==> src/rtl/mem_arbiter.sv <==
// mem_arbiter
//   Shares the SDRAM CPU/data command port between the boot loader, the Z80
//   memory interface and an auxiliary DMA port. Only one transaction is in
//   flight at a time. The command fields are held stable until the SDRAM core
//   acknowledges. Completion is reported with a one-cycle ack pulse.
//
//   Build option: define MEM_ARB_AUX_EN to arbitrate the aux port
//   (round-robin against the CPU). When it is undefined, aux is ignored,
//   aux_ack is 0 and aux_dout is 8'hFF.
//
//   Parameter: TIMEOUT (16..255) - watchdog limit in WAIT before abort.
//
//   Ports:
//     clk_sys, reset         system clock, synchronous active-high reset
//     boot_mode              ROM download active, blocks CPU/aux grants
//     boot_wr/addr/bank/din  boot write strobe and fields (1-entry buffer)
//     cpu_req/we/addr/bank/din, cpu_dout, cpu_ack   Z80 request port
//     aux_req/we/addr/din, aux_dout, aux_ack        DMA request port (bank 0)
//     mem_req/we/addr/bank/din, mem_dout, mem_ack   SDRAM core command port
//     boot_ovf               sticky: boot strobe dropped, buffer was full
//     timeout_err            sticky: a transaction was aborted by watchdog
module mem_arbiter #(
   parameter int unsigned TIMEOUT = 255
) (
   input  logic        clk_sys,
   input  logic        reset,
   input  logic        boot_mode,
   input  logic        boot_wr,
   input  logic [22:0] boot_addr,
   input  logic [1:0]  boot_bank,
   input  logic [7:0]  boot_din,
   input  logic        cpu_req,
   input  logic        cpu_we,
   input  logic [22:0] cpu_addr,
   input  logic [1:0]  cpu_bank,
   input  logic [7:0]  cpu_din,
   output logic [7:0]  cpu_dout,
   output logic        cpu_ack,
   input  logic        aux_req,
   input  logic        aux_we,
   input  logic [22:0] aux_addr,
   input  logic [7:0]  aux_din,
   output logic [7:0]  aux_dout,
   output logic        aux_ack,
   output logic        mem_req,
   output logic        mem_we,
   output logic [22:0] mem_addr,
   output logic [1:0]  mem_bank,
   output logic [7:0]  mem_din,
   input  logic [7:0]  mem_dout,
   input  logic        mem_ack,
   output logic        boot_ovf,
   output logic        timeout_err
);

   typedef enum logic [1:0] {IDLE, WAIT, ACK, GAP} state_t;
   typedef enum logic [1:0] {OWN_BOOT, OWN_CPU, OWN_AUX} owner_t;

   localparam logic [7:0] WD_LIMIT = 8'(TIMEOUT);

   state_t      state, state_next;
   owner_t      owner;
   logic        boot_valid;
   logic [22:0] boot_addr_q;
   logic [1:0]  boot_bank_q;
   logic [7:0]  boot_din_q;
   logic [7:0]  wd_cnt;
   logic        grant_boot, grant_cpu, grant_aux;
   logic        done_ok, done_to, done;
   logic [7:0]  rd_data;

`ifdef MEM_ARB_AUX_EN
   logic        last_aux;   // 1: aux was served last, CPU wins the next tie
`endif

   always_ff @(posedge clk_sys) begin
      if (reset) state <= IDLE;
      else       state <= state_next;
   end

   always_comb begin
      state_next = state;
      grant_boot = 1'b0;
      grant_cpu  = 1'b0;
      grant_aux  = 1'b0;
      done_ok    = 1'b0;
      done_to    = 1'b0;
      cpu_ack    = 1'b0;
`ifdef MEM_ARB_AUX_EN
      aux_ack    = 1'b0;
`endif
      case (state)
         IDLE: begin
            if (boot_valid) begin
               grant_boot = 1'b1;
            end else if (!boot_mode) begin
`ifdef MEM_ARB_AUX_EN
               if (aux_req && (!cpu_req || !last_aux)) grant_aux = 1'b1;
               else if (cpu_req)                       grant_cpu = 1'b1;
`else
               grant_cpu = cpu_req;
`endif
            end
            if (grant_boot || grant_cpu || grant_aux) state_next = WAIT;
         end
         WAIT: begin
            if (mem_ack) begin
               done_ok    = 1'b1;
               state_next = ACK;
            end else if (wd_cnt == WD_LIMIT) begin
               done_to    = 1'b1;
               state_next = ACK;
            end
         end
         ACK: begin
            cpu_ack    = (owner == OWN_CPU);
`ifdef MEM_ARB_AUX_EN
            aux_ack    = (owner == OWN_AUX);
`endif
            state_next = GAP;
         end
         GAP:     state_next = IDLE;
         default: state_next = IDLE;
      endcase
   end

   assign done    = done_ok | done_to;
   assign rd_data = done_ok ? mem_dout : 8'hFF;

   always_ff @(posedge clk_sys) begin
      if (reset) begin
         owner       <= OWN_BOOT;
         boot_valid  <= 1'b0;
         boot_addr_q <= '0;
         boot_bank_q <= '0;
         boot_din_q  <= '0;
         wd_cnt      <= '0;
         mem_req     <= 1'b0;
         mem_we      <= 1'b0;
         mem_addr    <= '0;
         mem_bank    <= '0;
         mem_din     <= '0;
         cpu_dout    <= 8'hFF;
         boot_ovf    <= 1'b0;
         timeout_err <= 1'b0;
      end else begin
         mem_req <= 1'b0;

         // A granted boot entry still occupies the buffer until ACK, so a
         // strobe arriving meanwhile counts as an overflow.
         if (boot_wr) begin
            if (boot_valid) begin
               boot_ovf <= 1'b1;
            end else begin
               boot_valid  <= 1'b1;
               boot_addr_q <= boot_addr;
               boot_bank_q <= boot_bank;
               boot_din_q  <= boot_din;
            end
         end

         if (grant_boot) begin
            owner    <= OWN_BOOT;
            mem_we   <= 1'b1;
            mem_addr <= boot_addr_q;
            mem_bank <= boot_bank_q;
            mem_din  <= boot_din_q;
         end
         if (grant_cpu) begin
            owner    <= OWN_CPU;
            mem_we   <= cpu_we;
            mem_addr <= cpu_addr;
            mem_bank <= cpu_bank;
            mem_din  <= cpu_din;
         end
`ifdef MEM_ARB_AUX_EN
         if (grant_aux) begin
            owner    <= OWN_AUX;
            mem_we   <= aux_we;
            mem_addr <= aux_addr;
            mem_bank <= 2'b00;
            mem_din  <= aux_din;
         end
`endif
         if (grant_boot || grant_cpu || grant_aux) begin
            mem_req <= 1'b1;
            wd_cnt  <= '0;
         end

         // The watchdog holds at 0 during the strobe cycle, so an abort ack
         // lands TIMEOUT+2 cycles after mem_req.
         if (state == WAIT && !mem_req) wd_cnt <= wd_cnt + 8'd1;

         if (done_to) timeout_err <= 1'b1;
         if (done && !mem_we && owner == OWN_CPU) cpu_dout <= rd_data;
         if (done && owner == OWN_BOOT) boot_valid <= 1'b0;
      end
   end

`ifdef MEM_ARB_AUX_EN
   always_ff @(posedge clk_sys) begin
      if (reset) begin
         last_aux <= 1'b1;
         aux_dout <= 8'hFF;
      end else begin
         if (grant_aux)      last_aux <= 1'b1;
         else if (grant_cpu) last_aux <= 1'b0;
         if (done && !mem_we && owner == OWN_AUX) aux_dout <= rd_data;
      end
   end
`else
   logic unused_aux;
   assign unused_aux = ^{aux_req, aux_we, aux_addr, aux_din};
   assign aux_ack    = 1'b0;
   assign aux_dout   = 8'hFF;
`endif

endmodule

==> config.mk <==
export PLATFORM = sky130hd
export DESIGN_NAME = mem_arbiter
export DESIGN_NICKNAME = d
export VERILOG_FILES = /design/src/rtl/mem_arbiter.sv
export SDC_FILE = /design/constraint.sdc
export NUM_CORES = 1
export LEC_CHECK = 0
export ABC_CLOCK_PERIOD_IN_PS = 4570
export CAP_MARGIN = 20
export CORE_MARGIN = 5
export CORE_UTILIZATION = 46
export DETAILED_ROUTE_END_ITERATION = 10
export PLACE_DENSITY = 0.95
export SETUP_SLACK_MARGIN = 0.5
export SYNTH_ARGS = -nofsm -noshare
export SYNTH_HDL_FRONTEND = slang
export SYNTH_SLANG_ARGS = --single-unit
==> constraint.sdc <==
create_clock -name clk_sys -period 4.57 [get_ports clk_sys]
set_clock_uncertainty 0.1 [all_clocks]
set_input_delay 1.371 -clock clk_sys [delete_from_list [all_inputs] [get_ports clk_sys]]
set_output_delay 1.371 -clock clk_sys [all_outputs]
set_load 0.01 [all_outputs]
# Word level (Yosys, flattened, before mapping)
# Cells that the tools add are included.
[totals]
register_bits = 90
latchBits = 0
ram_bits = 0
rom_bits = 0
in_bits = 114
out_inout_bits = 55
word_cells = 71
n_memories = 0
[classes]
addsub = 1
n_mul = 0
n_div = 0
order_cmp = 0
n_eq_ne = 6
n_shift = 0
n_mux = 31
bitwise_logic = 2
n_reduce_logical = 16
[op_table]
columns = ["operator", "n"]
rows = [
  ["$mux W23", 2],
  ["$mux W8", 5],
  ["$mux W1", 18],
  ["$mux W2", 5],
  ["$add A8 B1 Y8 const B", 1],
  ["$eq A8 B8 Y1 const B", 1],
  ["$pmux W2 S4", 1],
  ["$reduce_and A2 Y1", 3],
  ["$eq A2 B2 Y1 const B", 2],
  ["$logic_and A1 B1 Y1", 4],
  ["$logic_not A2 Y1", 2],
  ["$reduce_bool A2 Y1", 2],
  ["$ne A3 B3 Y1 const B", 1],
  ["$eq A2 B1 Y1 const B", 1],
  ["$logic_not A1 Y1", 2],
  ["$logic_or A1 B1 Y1", 2],
  ["$ne A2 B2 Y1 const B", 1],
  ["$reduce_or A2 Y1", 1],
  ["$not A1 Y1", 1],
  ["$or A1 B1 Y1", 1],
]

# Longest topological paths before layout
[logic_depth]
depth_word = 7
mapped_depth = 8
ltp_nobuf = 6

# Worst setup path after synthesis
# No wires, ideal clock.
[synth_timing]
path_kind = "input port to flip-flop"
start = "input port cpu_req"
end = "register mem_addr[16]"
setup_time_ns = 0.081
arrival_time_ns = 2.190
slack_ns = 2.198
path_stages = 6
n_path_buf = 2
cell_sequence = "nor2b_4 and3b_1 buf_4 buf_6 nand2_1 a211oi_2"
[synth_via]
elab_chain_len = 5
word_cells_on_any_way = 6
[synth_rtl]
columns = ["element", "line", "rtl"]
rows = [
  ["start: declaration", "32", "input logic cpu_req,"],
  ["$mux W1 (*)", "96", "end else if (!boot_mode) begin"],
  ["$mux W1 (*)", "94", "if (boot_valid) begin"],
  ["$mux W1 (*) (2 in a row)", "92", "case (state)"],
  ["$mux W23 or $reduce_bool A2 Y1 (tied branches)", "--", ""],
  ["end signal: assignment", "165", "mem_addr <= boot_addr_q;"],
  ["end signal: assignment", "172", "mem_addr <= cpu_addr;"],
  ["end: declaration", "47", "output logic [22:0] mem_addr,"],
]
# Mark *: on every way between the ends. The rest lies on a longest branch, timed or not. The select of a mux whose other input is x is not followed.
# A chain may end at the register's enable or synchronous reset.

# Worst setup path after layout
[layout_timing]
start = "input port cpu_req"
end = "register mem_din[7]"
[layout_via]
elab_chain_len = 5
word_cells_on_any_way = 6
[layout_rtl]
columns = ["element", "line", "rtl"]
rows = [
  ["$mux W1 (*)", "96", ""],
  ["$mux W1 (*)", "94", ""],
  ["$mux W1 (*) (2 in a row)", "92", ""],
  ["$mux W8 or $reduce_bool A2 Y1 (tied branches)", "--", ""],
  ["end signal: assignment", "167", "mem_din <= boot_din_q;"],
  ["end signal: assignment", "174", "mem_din <= cpu_din;"],
  ["end: declaration", "49", "output logic [7:0] mem_din,"],
]
# Marks and branches as above.

==> qor.yml <==
yosys:
  synth_area_per_cell_um2: 8.358
  synth-seq-cells: 90
  synth_top_family_by_area: "compound AO/OA/AOI/OAI gates"
  synth_cell_type_count: 40
  netlist_area_um2: 3970
  synth_compound_area_frac: 0.2587
  synth_xor_area_frac: 0
  async_flop_share: 0
  synth_edf_count: 0
  synth_area_leaders: "dfxtp_1 45%, a21oi_1 10%, nand2_1 10%"
  synth_warnings: 0
  synth-simple-area-share: 0.1992
  synthAdderAreaFrac: 0.01576
  synth.largest_area_cell: "dfxtp_1"
  synth_sequential_area_ratio: 0.4538
  synth_top_area_share: 0.4538
  synth_flop_cell: "dfxtp_1"
  synth.area.mux_share: 0
  netlist_instances: 475
run_status:
  status: "completed"
drt:
  wl_per_cell_um: 15.12
  routed_wl_mm: 10.39
  firstDrtPassIters: 5
  drt_iter0_drc: 107
  remaining_drc_errors: 0
  viasPerCell: 5.376
  postRouteAntennaNets: 0
  via_count: 3693
clock_network:
  numClockSinks: 90
  cts_buffers: 9
  clkLatencyLatePin_ns: 0.35
  htreeDepth: 3
  hold_buffers: 0
  cts_buffer_depth: 2
  cts_tree: "built"
  cts.clk_slew.worst_paths_ns: 0.08
  cts_resized: 0
  cts-root-buf: "clkbuf_8"
  post-cts-setup-buffer-count: 0
setup_path:
  r2r_setup_slack_ns: 2.27
  worst_path_max_delay_cell: "and3b_1"
  cp_data_arrival_time_ns: 3.34
  cp-end-kind: "flip-flop"
  reg2reg_to: "mem_addr[8]$_SDFFE_PP0P_"
  worstPathCellList: "clkdlybuf4s50_1 > nor2b_4 > and3b_1 > buf_4 > nand2_1 > a211oi_2"
  r2r-start: "state[0]$_SDFFE_PP0P_"
  reg2reg_depth: 5
  required_ns: 4.73
  critical-path-top-delay-family: "simple AND/OR/NAND/NOR gates"
  setup.worst_path.start_class: "input pin"
  critPathBufInv: 2
  slowest_delay_ns: 0.58
  worstPathMaxFanout: 19
  critical_path_class: "input pin to flip-flop"
timing:
  slew_viol_final: 0
  slew_headroom: 0.2787
  post-route-min-period_ns: 3.175
  hold_viol_final: 0
  rsz0062_at_grt: "no"
  fin_tns_setup_ns: 0
  setup_viol: 0
  period_share: 0.6948
  worst-slew-pin-transition_ns: 1.082
  fmax_mhz: 314.9
floorplanning:
  die-width_um: 102.9
  coreArea_um2: 8299
  rows: 33
  start_util: 0.4784
  chipHeight_um: 102.9
  ios: 169
  die_area_um2: 10590
power_and_ir_drop:
  p_sw_frac: 0.3495
  p_per_area_nw_per_um2: 501.8
  power_frac_clock: 0.213
  pwr-share-seq: 0.382
  comb_power_share: 0.405
  intPower_w: 0.001751
  p_sw_w: 0.0009408
  leakage_nw: 1.982
  vdd_ir_drop_max_v: 0.0003282
cells_and_area:
  layout_commonest_cell: "clkdlybuf4s50_1"
  fin_area_um2: 5364
  layout_common_cells: "125 x clkdlybuf4s50_1, 106 x nand2_1, 90 x dfxtp_1"
  drive_gt1_frac: 0.1031
  nets: 698
  diodes: 0
  syn2layout_area_growth_pct: 35.11
global_route:
  busiest_layer: "met2"
  use_met2: 0.3414
  use_met1: 0.2307
  antenna_found_initial: 0
  grt_pass1_vias: 3635
  grt_pass1_wl_mm: 16.67
  grt_max_degree: 91
  grtUsageTotal: 0.1954
  grtUsageMet3: 0.05210
  overflow: 0
hold_path:
  hold_class: "flip-flop to flip-flop"
  worstHoldStart: "boot_din_q[6]$_SDFFE_PP0P_"
  hold_end: "boot_din_q[6]$_SDFFE_PP0P_"
  hold_depth: 2
placed_design:
  dp_hpwl_mm: 7.472
  io_buffers: 126
  place.gp.congestion: 0.8164
  dpl-instance-area_um2: 5157
flow_run:
  drv_cap: 0
[tightest hold or removal path, stage by stage (launching register included)]
cell and delay [ns]:
dfxtp_1 0.31, nand2_1 0.05, a21oi_1 0.05
[how the worst max path moves through the flow]
stage | to | depth (start not counted) | startpoint | slack, ns
floorplan | mem_addr[16]$_SDFFE_PP0P_ | 6 | cpu_req | 2.20
detailed placement | mem_din[7]$_SDFFE_PP0P_ | 6 | cpu_req | 0.97
CTS | mem_din[7]$_SDFFE_PP0P_ | 6 | cpu_req | 1.32
global route | mem_din[7]$_SDFFE_PP0P_ | 6 | cpu_req | 1.24
finish | mem_din[7]$_SDFFE_PP0P_ | 6 | cpu_req | 1.39
global placement | mem_addr[8]$_SDFFE_PP0P_ | 5 | cpu_req | 1.08
[sequential cells by signal, indices dropped and copies added (netlist names)]
signal / cells
boot_addr_q: 23
boot_bank_q: 2
boot_din_q: 8
boot_ovf: 1
boot_valid: 1
cpu_dout: 8
mem_addr: 23
mem_bank: 2
mem_din: 8
mem_req: 1
mem_we: 1
owner: 1
state: 2
timeout_err: 1
wd_cnt: 8
[cell type report]
class | count | area, um^2
fillers | 692 | 2935
multi-input cells | 344 | 1917
flip-flops and latches | 90 | 1802
repair buffers | 131 | 1296
clock buffers | 11 | 141.4
well taps | 105 | 131.4
clock inverters | 3 | 65.06
inverters | 3 | 11.26
[through the flow]
stage	power (W)	setup WS [ns]	util	hold slack (ns)	std cells
after floorplan	0.001735	2.198	-	0.3367	482
after global placement	0.002089	1.077	0.6214	0.3432	673
after global routing	0.002865	1.240	0.6463	0.3802	687
after CTS	0.002715	1.323	0.6463	0.3601	687
final	0.002692	1.395	0.6463	0.3591	687
after detailed placement	0.002137	0.9705	0.6214	0.3480	673
[synth_stat cells, types with 4 or more instances]
cell        n
clkbuf_1   10
buf_2      16
o21bai_1    8
buf_4      13
nand3_1     5
ha_1        5
a21oi_1    83
a211oi_1    4
a311oi_1    5
nor2_1     57
nand2_1   106
dfxtp_1    90
o21ai_0     4
a211oi_2   30
[per-layer routing]
metal	vias up	part of all wire	wire, um
li1	1800	-	-
met5	-	0	0
met3	17	0.089	928
met1	1734	0.41	4211
met4	0	0.016	163
met2	142	0.49	5085
[power groups by stage]
stage | clock, W | combinational [W] | sequential (W)
6_report | 0.000573 | 0.00109 | 0.00103
3_5_place_dp | 0 | 0.00109 | 0.00104
4_1_cts | 0.000585 | 0.00110 | 0.00103
5_1_grt | 0.000618 | 0.00120 | 0.00105
3_3_place_gp | 0 | 0.00106 | 0.00103
2_1_floorplan | 0 | 0.000659 | 0.00108
[logic make-up (layout without fill, tap and decap cells)]
| logic type | after synthesis | in the layout |
|---|---|---|
| compound gates | 143 | 143 |
| fa+ha+maj | 5 | 5 |
| buf+inv | 48 | 148 |
| flops | 90 | 90 |
| other cells | 2 | 9 |
| simple gates | 187 | 187 |
No activity file was read; power rests on OpenSTA's default activity.
